## src/rtl/tdm_demux4.sv

```systemverilog
// tdm_demux4 -- four-slot time-division demultiplexer.
// Hunts for a sync-marked sample, then collects four valid samples per
// frame into channel outputs a..d. A sync seen in the middle of a frame
// restarts the frame and flags sync_err.
// Optional build macro: TDM_DEMUX4_STRICT_SYNC_EN -- when defined, a
// slot-0 sample arriving without sync while locked is a framing error,
// and the block drops back to HUNT.
module tdm_demux4 #(
   parameter int WIDTH = 8
) (
   input  logic             clk,
   input  logic             reset,
   input  logic [WIDTH-1:0] din,
   input  logic             valid,
   input  logic             sync,
   output logic [WIDTH-1:0] a,
   output logic [WIDTH-1:0] b,
   output logic [WIDTH-1:0] c,
   output logic [WIDTH-1:0] d,
   output logic             s0,
   output logic             s1,
   output logic             frame_valid,
   output logic             sync_err,
   output logic [7:0]       frame_count
);

   typedef enum logic {HUNT = 1'b0, LOCKED = 1'b1} state_t;

   state_t           state;
   logic [1:0]       slot;
   logic [WIDTH-1:0] stage0;
   logic [WIDTH-1:0] stage1;
   logic [WIDTH-1:0] stage2;

   // Slot index is held in a register; s0 is its MSB, s1 its LSB.
   assign s0 = slot[1];
   assign s1 = slot[0];

   // Framing state machine, staging capture and registered channel outputs.
   always_ff @(posedge clk) begin
      if (reset) begin
         state       <= HUNT;
         slot        <= 2'd0;
         stage0      <= '0;
         stage1      <= '0;
         stage2      <= '0;
         a           <= '0;
         b           <= '0;
         c           <= '0;
         d           <= '0;
         frame_valid <= 1'b0;
         sync_err    <= 1'b0;
         frame_count <= 8'd0;
      end else begin
         // Status flags are single-cycle pulses.
         frame_valid <= 1'b0;
         sync_err    <= 1'b0;
         if (valid) begin
            case (state)
               HUNT: begin
                  if (sync) begin
                     stage0 <= din;
                     slot   <= 2'd1;
                     state  <= LOCKED;
                  end else begin
                     slot <= 2'd0;
                  end
               end
               LOCKED: begin
                  if (sync && (slot != 2'd0)) begin
                     // Mid-frame sync: abandon the partial frame, restart at slot 0.
                     sync_err <= 1'b1;
                     stage0   <= din;
                     slot     <= 2'd1;
                  end
`ifdef TDM_DEMUX4_STRICT_SYNC_EN
                  else if (!sync && (slot == 2'd0)) begin
                     // Frame start without sync marker: lose lock.
                     sync_err <= 1'b1;
                     slot     <= 2'd0;
                     state    <= HUNT;
                  end
`endif
                  else begin
                     case (slot)
                        2'd0: stage0 <= din;
                        2'd1: stage1 <= din;
                        2'd2: stage2 <= din;
                        2'd3: begin
                           // Last slot goes straight to d so the frame lands in one edge.
                           a           <= stage0;
                           b           <= stage1;
                           c           <= stage2;
                           d           <= din;
                           frame_count <= frame_count + 8'd1;
                           frame_valid <= 1'b1;
                        end
                        default: slot <= 2'd0;
                     endcase
                     slot <= slot + 2'd1;
                  end
               end
               default: begin
                  state <= HUNT;
                  slot  <= 2'd0;
               end
            endcase
         end else begin
            state <= state;
         end
      end
   end

endmodule

```

## config.mk

```make
export PLATFORM = sky130hd
export DESIGN_NAME = tdm_demux4
export DESIGN_NICKNAME = d
export VERILOG_FILES = /design/src/rtl/tdm_demux4.sv
export SDC_FILE = /design/constraint.sdc
export NUM_CORES = 1
export LEC_CHECK = 0
export CORE_ASPECT_RATIO = 1.4
export CORE_MARGIN = 2
export CORE_UTILIZATION = 40
export DETAILED_ROUTE_END_ITERATION = 12
export HOLD_SLACK_MARGIN = 0.08
export PLACE_DENSITY = 0.65
export SLEW_MARGIN = 10
export SYNTH_ARGS = -nofsm -noshare
export SYNTH_HDL_FRONTEND = slang
export SYNTH_SLANG_ARGS = --single-unit
```

## constraint.sdc

```tcl
create_clock -name clk -period 2.9 [get_ports clk]
set_input_delay 0.29 -clock clk [delete_from_list [all_inputs] [get_ports clk]]
set_output_delay 0.29 -clock clk [all_outputs]
set_load 0.05 [all_outputs]
```

==> impl_metrics.py, run 1 <==
metrics = {
    "logic_synthesis": {
        "syn_area_um2": 2557,
        "syn-mean-instance-area_um2": 8.880,
        "yosysWarningCount": 0,
        "syn_nets": 305,
        "synth-seq-cells": 69,
        "synthCells": 288,
        "yosysUniqueCellTypes": 27,
        "ys_seq_area_share_pct": 54.01,
    },
    "floorplan": {
        "rows": 34,
        "die_height_um": 98.61,
        "core_area_um2": 6211,
        "die-area_um2": 7059,
        "io_pins": 56,
        "fp.dieW_um": 71.58,
        "initial_core_util_pct": 41.18,
    },
    "clocking": {
        "htreeDepth": 3,
        "cts_tree": "yes",
        "clk-insertion-delay-late_ns": 0.34,
        "cts.reportedPaths.clkPinSlew_ns": 0.07,
        "cts_sinks": 69,
        "cts-root-buf": "clkbuf_8",
        "post_cts_buffers": 0,
        "cts_buffer_depth": 2,
        "hold_buffers": 0,
        "numCtsBuffers": 9,
        "cts-resized-gates": 0,
    },
    "setup_path": {
        "rr_worst_depth": 6,
        "reg2reg_slack_ns": 0.96,
        "end_kind": "flop",
        "path_class": "flop to flop",
        "r2r_end": "stage1[6]",
        "start_kind": "flop",
        "crit_required_ns": 3.11,
        "cp.arrival_ns": 2.15,
        "r2r_start": "slot[0]",
        "critPathMaxFanout": 8,
    },
    "route": {
        "via_per_inst": 5.055,
        "ant_nets": 0,
        "wire_per_inst_um": 13.34,
        "firstDrtPassIters": 4,
        "vias": 2113,
        "drt-initial-drc-count": 80,
        "remaining_drc_errors": 0,
        "wirelength_um": 5575,
    },
    "timing": {
        "finalHoldViolCount": 0,
        "worst_pin_slew_ns": 0.6898,
        "max_freq_mhz": 515.1,
        "slew_viol_final": 0,
        "max-slew-margin-rel_pct": 54.01,
        "rsz0062_at_grt": "false",
        "finalSetupTns_ns": 0,
        "fin_crit_ns": 1.941,
        "setup_viol": 0,
        "period_share_pct": 66.94,
        "clock_skew_ns": 0.005890,
    },
    "worst_hold_path": {
        "holdPathEnd": "a[0]",
        "min_from": "stage0[0]",
        "hold_depth": 2,
        "hold_path_class": "flop to flop",
    },
    "global_route": {
        "first_global_vias": 1925,
        "grt_max_degree": 70,
        "grt_overflow": 0,
        "grt_usage_pct": 16.72,
        "antenna_found_initial": 0,
        "grt_pass1_wl_um": 9211,
    },
    "power": {
        "power_density_nw_per_um2": 570.2,
        "vdd_drop_max_uv": 343.8,
        "p_leak_nw": 1.322,
    },
    "layout": {
        "synthToLayoutAreaGrowth_pct": 31.95,
        "nNetsFinal": 358,
        "utilization_pct": 54.33,
        "layout-drive-gt1-share_pct": 6.069,
        "num_antenna_cells": 0,
    },
    "placement": {
        "hpwl_um": 3729,
        "place.gp.congestion": 0.8199,
        "port-buffer-count": 55,
    },
    "job": {
        "maxCapViolCount": 0,
    },
    "status": {
        "run_status": "completed",
    },
}
[per-stage QoR]
stage | total power [mW] | setup WS (ns) | cell area (um^2) | instances | hold WS (ns)
3_5_place_dp | 1.070 | 0.8644 | 3149 | 402 | 0.4466
4_1_cts | 1.941 | 0.9560 | 3374 | 418 | 0.4524
5_1_grt | 2.000 | 0.8341 | 3374 | 418 | 0.4717
3_3_place_gp | 1.069 | 0.8763 | 3149 | 402 | 0.4403
6_report | 1.924 | 0.9587 | 3374 | 418 | 0.4483
2_1_floorplan | 1.034 | 0.8354 | 2557 | 288 | 0.4260
[state kept, by name (all words and copies together), names as in the netlist]
name / flops
stage2: 8
a: 8
stage0: 8
stage1: 8
frame_count: 8
sync_err: 1
d: 8
frame_valid: 1
b: 8
c: 8
state: 1
slot: 2
[where the power goes]
group	internal [mW]	switching, mW
Sequential	0.957	0.00694
Combinational	0.0320	0.0510
Clock	0.529	0.348
Total	1.52	0.406
[Yosys cell counts]
cell | n | area [um^2]
a32oi_1 | 1 | 8.760
ha_1 | 5 | 62.56
a21oi_1 | 35 | 175.2
nand4_1 | 1 | 6.260
nand3_4 | 1 | 17.52
buf_2 | 5 | 25.02
nor2b_1 | 1 | 6.260
nand2b_1 | 1 | 6.260
and3_1 | 2 | 12.51
o31ai_1 | 1 | 7.510
nor4b_1 | 2 | 17.52
nor4_1 | 2 | 12.51
dfxtp_1 | 69 | 1381
and2_1 | 1 | 6.260
clkbuf_1 | 11 | 41.29
nor3_1 | 2 | 10.01
a21o_1 | 1 | 7.510
nand2_1 | 72 | 270.3
nor2_1 | 33 | 123.9
mux2i_1 | 24 | 240.2
a211oi_1 | 2 | 15.01
inv_1 | 3 | 11.26
or4_1 | 1 | 7.510
xnor2_1 | 6 | 52.55
nand3_1 | 4 | 20.02
buf_4 | 1 | 7.510
o21ai_0 | 1 | 5.000
[final cells by class]
type | instances | area, um^2
Clock buffer | 12 | 155.1
Clock inverter | 4 | 70.07
Fill cell | 597 | 2836
Inverter | 3 | 11.26
Multi-Input combinational cell | 199 | 1091
Sequential cell | 69 | 1381
Tap cell | 72 | 90.09
Timing Repair Buffer | 59 | 575.6
[worst max path at each step]
stage	endpoint	start	cells after the start	slack, ns
after floorplan	stage1[7]	slot[0]	7	0.84
after detailed placement	stage1[2]	valid	5	0.86
after global routing	stage1[3]	slot[0]	6	0.83
after global placement	stage1[2]	valid	5	0.88
final	stage1[6]	slot[0]	6	0.96
after CTS	stage1[2]	slot[0]	6	0.96
[kinds of logic after synthesis]
group           Yosys count  synth area share [%]
compound gates           41                 8.562
fa+ha+maj                 5                 2.446
xor+xnor                  6                 2.055
mux                      24                 9.393
simple gates            123                 20.21
flops                    69                 54.01
buf+inv                  20                 3.327
[cells in the final DEF (no fill, tap or decap), drive strengths merged, types with 2 or more instances in the layout]
master,n
clkinv,2
clkdlybuf4s50,54
bufinv,2
nand2,72
mux2i,24
buf,5
xnor2,6
nor3,2
ha,5
a21oi,35
dfxtp,69
nand3,5
clkbuf,12
inv,3
and3,2
nor4,2
nor2,33
a211oi,2
nor4b,2
[layer usage]
| metal | share of wire [%] | GRT usage [%] | routed length, um | vias to the layer above |
|---|---|---|---|---|
| li1 | - | - | - | 1059 |
| met1 | 44 | 20.76 | 2470 | 992 |
| met2 | 48 | 26.14 | 2669 | 53 |
| met3 | 5.6 | 5.828 | 310 | 9 |
| met4 | 2.2 | 7.112 | 125 | 0 |
| met5 | 0 | 0 | 0 | - |
[critical path, stage by stage, from the launching register on]
cell	delay, ns
dfxtp_1	0.40
inv_1	0.12
ha_1	0.23
nand2b_1	0.27
nand3_1	0.49
mux2i_1	0.26
nor2_1	0.05
Power figures use the tool's default switching activity.
==> inputs of run 2 (changes only) <==
clock period = 1.99 ns   (was 2.9 ns; I/O delays follow)
==> run 2 against run 1 <==
Against the previous run: flip-flop and latch count did not move; via count barely moved; hold slack worse by 0.12 ns; sequential share of layout area down 0.33 points; global-route usage shrank 0.36 points; final cell count grew 0.96%; utilization up 0.54 points; cell area grew 1.0%; critical endpoint is now frame_count[2]; largest cell class unchanged; largest power group unchanged; highest routed layer unchanged.
==> impl_metrics.py, run 2 (same netlist as run 1, synthesis figures left out) <==
metrics = {
    "floorplan": {
        "die_height_um": 98.61,
        "core_area_um2": 6211,
        "die-area_um2": 7059,
        "initial_core_util_pct": 41.18,
        "io_pins": 56,
        "fp.dieW_um": 71.58,
        "rows": 34,
    },
    "setup_path": {
        "crit_path_max_incr_delay_ns": 0.84,
        "slowest_stage": "clkdlybuf4s50_1",
        "path_class": "flop to output port",
        "crit_chain": "clkdlybuf4s50_1",
        "end_kind": "output port",
        "worst-path-buf-inv": 1,
        "cp.arrival_ns": 1.60,
        "crit_family": "buffers and inverters",
        "start_kind": "flop",
        "critPathMaxFanout": 6,
        "crit_required_ns": 1.79,
    },
    "timing": {
        "finalHoldViolCount": 0,
        "clock_skew_ns": 0.007147,
        "period_share_pct": 90.54,
        "setup_viol": 0,
        "max_freq_mhz": 555.0,
        "worst_pin_slew_ns": 0.5012,
        "rsz0062_at_grt": "false",
        "timing.final.ws_setup_ns": 0.1882,
        "finalSetupTns_ns": 0,
        "max-slew-margin-rel_pct": 66.48,
        "fin_crit_ns": 1.802,
        "slew_viol_final": 0,
    },
    "clocking": {
        "cts-resized-gates": 0,
        "htreeDepth": 3,
        "cts_tree": "yes",
        "clk-insertion-delay-late_ns": 0.34,
        "cts_sinks": 69,
        "post_cts_buffers": 0,
        "cts.reportedPaths.clkPinSlew_ns": 0.08,
        "cts-root-buf": "clkbuf_8",
        "cts_buffer_depth": 2,
        "numCtsBuffers": 9,
        "hold_buffers": 0,
    },
    "job": {
        "maxCapViolCount": 0,
    },
    "route": {
        "firstDrtPassIters": 4,
        "drt-initial-drc-count": 77,
        "wirelength_um": 5605,
        "vias": 2114,
        "via_per_inst": 5.009,
        "remaining_drc_errors": 0,
        "ant_nets": 0,
        "wire_per_inst_um": 13.28,
    },
    "global_route": {
        "grt_usage_pct": 16.35,
        "antenna_found_initial": 0,
        "grt_overflow": 0,
        "grt_max_degree": 70,
        "grt_pass1_wl_um": 8901,
        "first_global_vias": 1885,
    },
    "layout": {
        "layout-drive-gt1-share_pct": 7.714,
        "synthToLayoutAreaGrowth_pct": 33.27,
        "num_antenna_cells": 0,
        "nNetsFinal": 362,
        "final_cell_mix": "72 x nand2_1, 67 x dfxtp_1, 54 x clkdlybuf4s50_1",
        "final_common_cell": "nand2_1",
    },
    "worst_hold_path": {
        "hold_path_class": "input pin to flop",
    },
    "power": {
        "vdd_drop_max_uv": 532.0,
        "power_density_nw_per_um2": 788.1,
        "p_leak_nw": 1.318,
    },
    "status": {
        "run_status": "completed",
    },
    "placement": {
        "place.gp.congestion": 0.8366,
        "hpwl_um": 3650,
        "dpl_worst_slack_ns": 0.2268,
        "port-buffer-count": 55,
    },
}
-- run 2: worst paths after layout --
kind / to / slack, ns / startpoint / cells past startpoint
min: stage0[1] / 0.32 / reset / 3
max: frame_count[2] / 0.19 / frame_count[2] / 1
min reg2reg: c[3] / 0.44 / stage2[3] / 2
max reg2reg: frame_count[7] / 0.21 / slot[0] / 6
-- run 2: layout make-up --
type,instances,area (um^2)
Fill cell,601,2803
Sequential cell,69,1384
Multi-Input combinational cell,199,1091
Timing Repair Buffer,63,630.6
Clock buffer,11,141.4
Tap cell,72,90.09
Clock inverter,5,60.06
Inverter,3,11.26
-- run 2: where the power goes --
group	internal [mW]	switching [mW]
combinational	0.0529	0.0755
sequential	1.39	0.00972
clock	0.613	0.540
-- run 2: routing by layer --
layer	track usage (%)	vias up	part of all wire, %	wire, um
met5	0	-	0	0
met4	7.837	0	1.5	82
met3	4.192	7	6.0	335
met2	24.86	62	47	2610
met1	21.53	985	46	2576
li1	-	1060	-	-
-- run 2: stage by stage --
stage	hold slack [ns]	power, mW	utilization [%]	cells	area, um^2
after floorplan	0.3350	1.508	-	288	2560
after global placement	0.4362	1.564	51.63	406	3207
after detailed placement	0.4456	1.566	51.63	406	3207
after CTS	0.3183	2.704	54.88	422	3408
after global routing	0.3354	2.780	54.88	422	3408
final	0.3250	2.686	54.88	422	3408
-- run 2: tightest hold or removal path: stages --
cell	delay (ns)
buf_2	0.11
buf_12	0.20
nor2_1	0.11
==> inputs of run 3 (changes only) <==
REMOVE_ABC_BUFFERS = 1   (was not set)
==> run 3 against run 2 <==
Against the previous run: clock-buffer cell count unchanged; first-iteration DRC count rose by 73%; sequential power hardly changed; non-clock buffer count shrank 1; combinational power about the same; critical endpoint unchanged; largest cell class unchanged.
==> impl_metrics.py, run 3 (same netlist as run 1, synthesis figures left out) <==
metrics = {
    "status": {
        "run_status": "completed",
    },
    "timing": {
        "clock_skew_ns": 0.008986,
        "rsz0062_at_grt": "false",
        "worst_pin_slew_ns": 0.5238,
        "max_freq_mhz": 555.7,
        "timing.final.ws_setup_ns": 0.1904,
        "max-slew-margin-rel_pct": 64.97,
        "slew_viol_final": 0,
        "setup_viol": 0,
        "fin_crit_ns": 1.800,
        "period_share_pct": 90.43,
        "finalHoldViolCount": 0,
    },
    "floorplan": {
        "die_height_um": 98.61,
        "die-area_um2": 7059,
        "rows": 34,
        "initial_core_util_pct": 41.18,
        "core_area_um2": 6211,
        "io_pins": 56,
        "fp.dieW_um": 71.58,
    },
    "setup_path": {
        "end_kind": "output port",
        "path_class": "flop to output port",
        "critPathMaxFanout": 6,
        "start_kind": "flop",
        "crit_family": "buffers and inverters",
        "cp.arrival_ns": 1.60,
        "crit_chain": "clkdlybuf4s50_1",
        "r2r_start": "slot[0]",
        "rr_worst_depth": 6,
        "crit_required_ns": 1.79,
        "crit_path_max_incr_delay_ns": 0.84,
        "r2r_end": "frame_count[7]",
        "worst-path-buf-inv": 1,
        "reg2reg_slack_ns": 0.26,
        "slowest_stage": "clkdlybuf4s50_1",
    },
    "layout": {
        "final_cell_mix": "72 x nand2_1, 69 x dfxtp_1, 54 x clkdlybuf4s50_1",
        "ff_latch_area_um2": 1381,
        "nNetsFinal": 361,
        "multi_input_area_um2": 1094,
        "final_common_cell": "nand2_1",
        "fillCellCount": 584,
        "num_antenna_cells": 0,
        "layout-drive-gt1-share_pct": 7.163,
        "synthToLayoutAreaGrowth_pct": 33.46,
    },
    "placement": {
        "dpl_worst_slack_ns": 0.2108,
        "port-buffer-count": 55,
        "hpwl_um": 3549,
        "place.gp.congestion": 0.8153,
    },
    "clocking": {
        "cts.reportedPaths.clkPinSlew_ns": 0.08,
        "clk-insertion-delay-late_ns": 0.33,
        "numCtsBuffers": 9,
        "htreeDepth": 3,
        "cts_buffer_depth": 2,
        "cts-root-buf": "clkbuf_8",
        "hold_buffers": 0,
        "cts_tree": "yes",
        "post_cts_buffers": 0,
        "cts_sinks": 69,
    },
    "route": {
        "firstDrtPassIters": 4,
        "wirelength_um": 5549,
        "via_per_inst": 4.988,
        "vias": 2100,
        "ant_nets": 0,
        "remaining_drc_errors": 0,
        "wire_per_inst_um": 13.18,
        "drt-initial-drc-count": 133,
    },
    "global_route": {
        "grt_overflow": 0,
        "grt_pass1_wl_um": 9246,
        "first_global_vias": 1928,
        "antenna_found_initial": 0,
        "grt_usage_pct": 16.76,
        "grt_max_degree": 46,
    },
    "worst_hold_path": {
        "hold_depth": 2,
        "hold_path_class": "input pin to flop",
        "min_from": "reset",
        "holdPathEnd": "stage1[5]",
    },
    "power": {
        "vdd_drop_max_uv": 381.4,
        "power_density_nw_per_um2": 782.4,
        "p_leak_nw": 1.332,
        "power.total_mw": 2.671,
    },
    "job": {
        "maxCapViolCount": 0,
    },
}
==> run 3: cell type report <==
cell class	instances	share of cell area [%]
Clock inverter	5	1.760
Clock buffer	11	4.142
Tap cell	72	2.639
Inverter	3	0.3299
Timing Repair Buffer	62	18.62
Multi-Input combinational cell	199	32.04
Sequential cell	69	40.47
==> run 3: where the power goes <==
part / internal, mW / total (mW) / leakage, nW / switching [mW]
Clock: 0.616 / 1.14 / 0.0995 / 0.523
Combinational: 0.0532 / 0.128 / 0.675 / 0.0751
Sequential: 1.39 / 1.40 / 0.557 / 0.00948
==> run 3: how the worst max path moves through the flow <==
| stage | endpoint | start | cells past startpoint | slack, ns |
|---|---|---|---|---|
| 4_1_cts | frame_count[2] | frame_count[2] | 1 | 0.16 |
| 5_1_grt | frame_count[7] | slot[0] | 6 | 0.09 |
| 3_3_place_gp | frame_count[7] | sync | 5 | 0.23 |
| 2_1_floorplan | frame_count[0] | slot[0] | 6 | -0.19 |
| 6_report | frame_count[2] | frame_count[2] | 1 | 0.19 |
| 3_5_place_dp | frame_count[7] | sync | 5 | 0.21 |
==> run 3: what timing repair did <==
action | 4_1_cts | 5_1_grt
hold endpoints to repair | 0 | 0
setup endpoints to repair | 0 | 1
resized for setup | 0 | 1
==> run 3: metal layers <==
metal / GRT usage [%] / vias up / wire, um
met3: 5.010 / 3 / 189
li1: - / 1066 / -
met5: 0 / - / 0
met4: 6.821 / 0 / 14
met1: 21.08 / 982 / 2505
met2: 26.64 / 49 / 2839
==> run 3: per-stage QoR <==
step | setup TNS (ns) | std cells | hold WS (ns) | utilization, % | area [um^2]
final | 0 | 421 | 0.3197 | 54.96 | 3413
after global routing | 0 | 421 | 0.3219 | 54.96 | 3413
after CTS | 0 | 421 | 0.3086 | 54.92 | 3411
after detailed placement | 0 | 405 | 0.4425 | 51.67 | 3209
after global placement | 0 | 405 | 0.4364 | 51.67 | 3209
after floorplan | -5.765 | 271 | 0.2681 | - | 2484
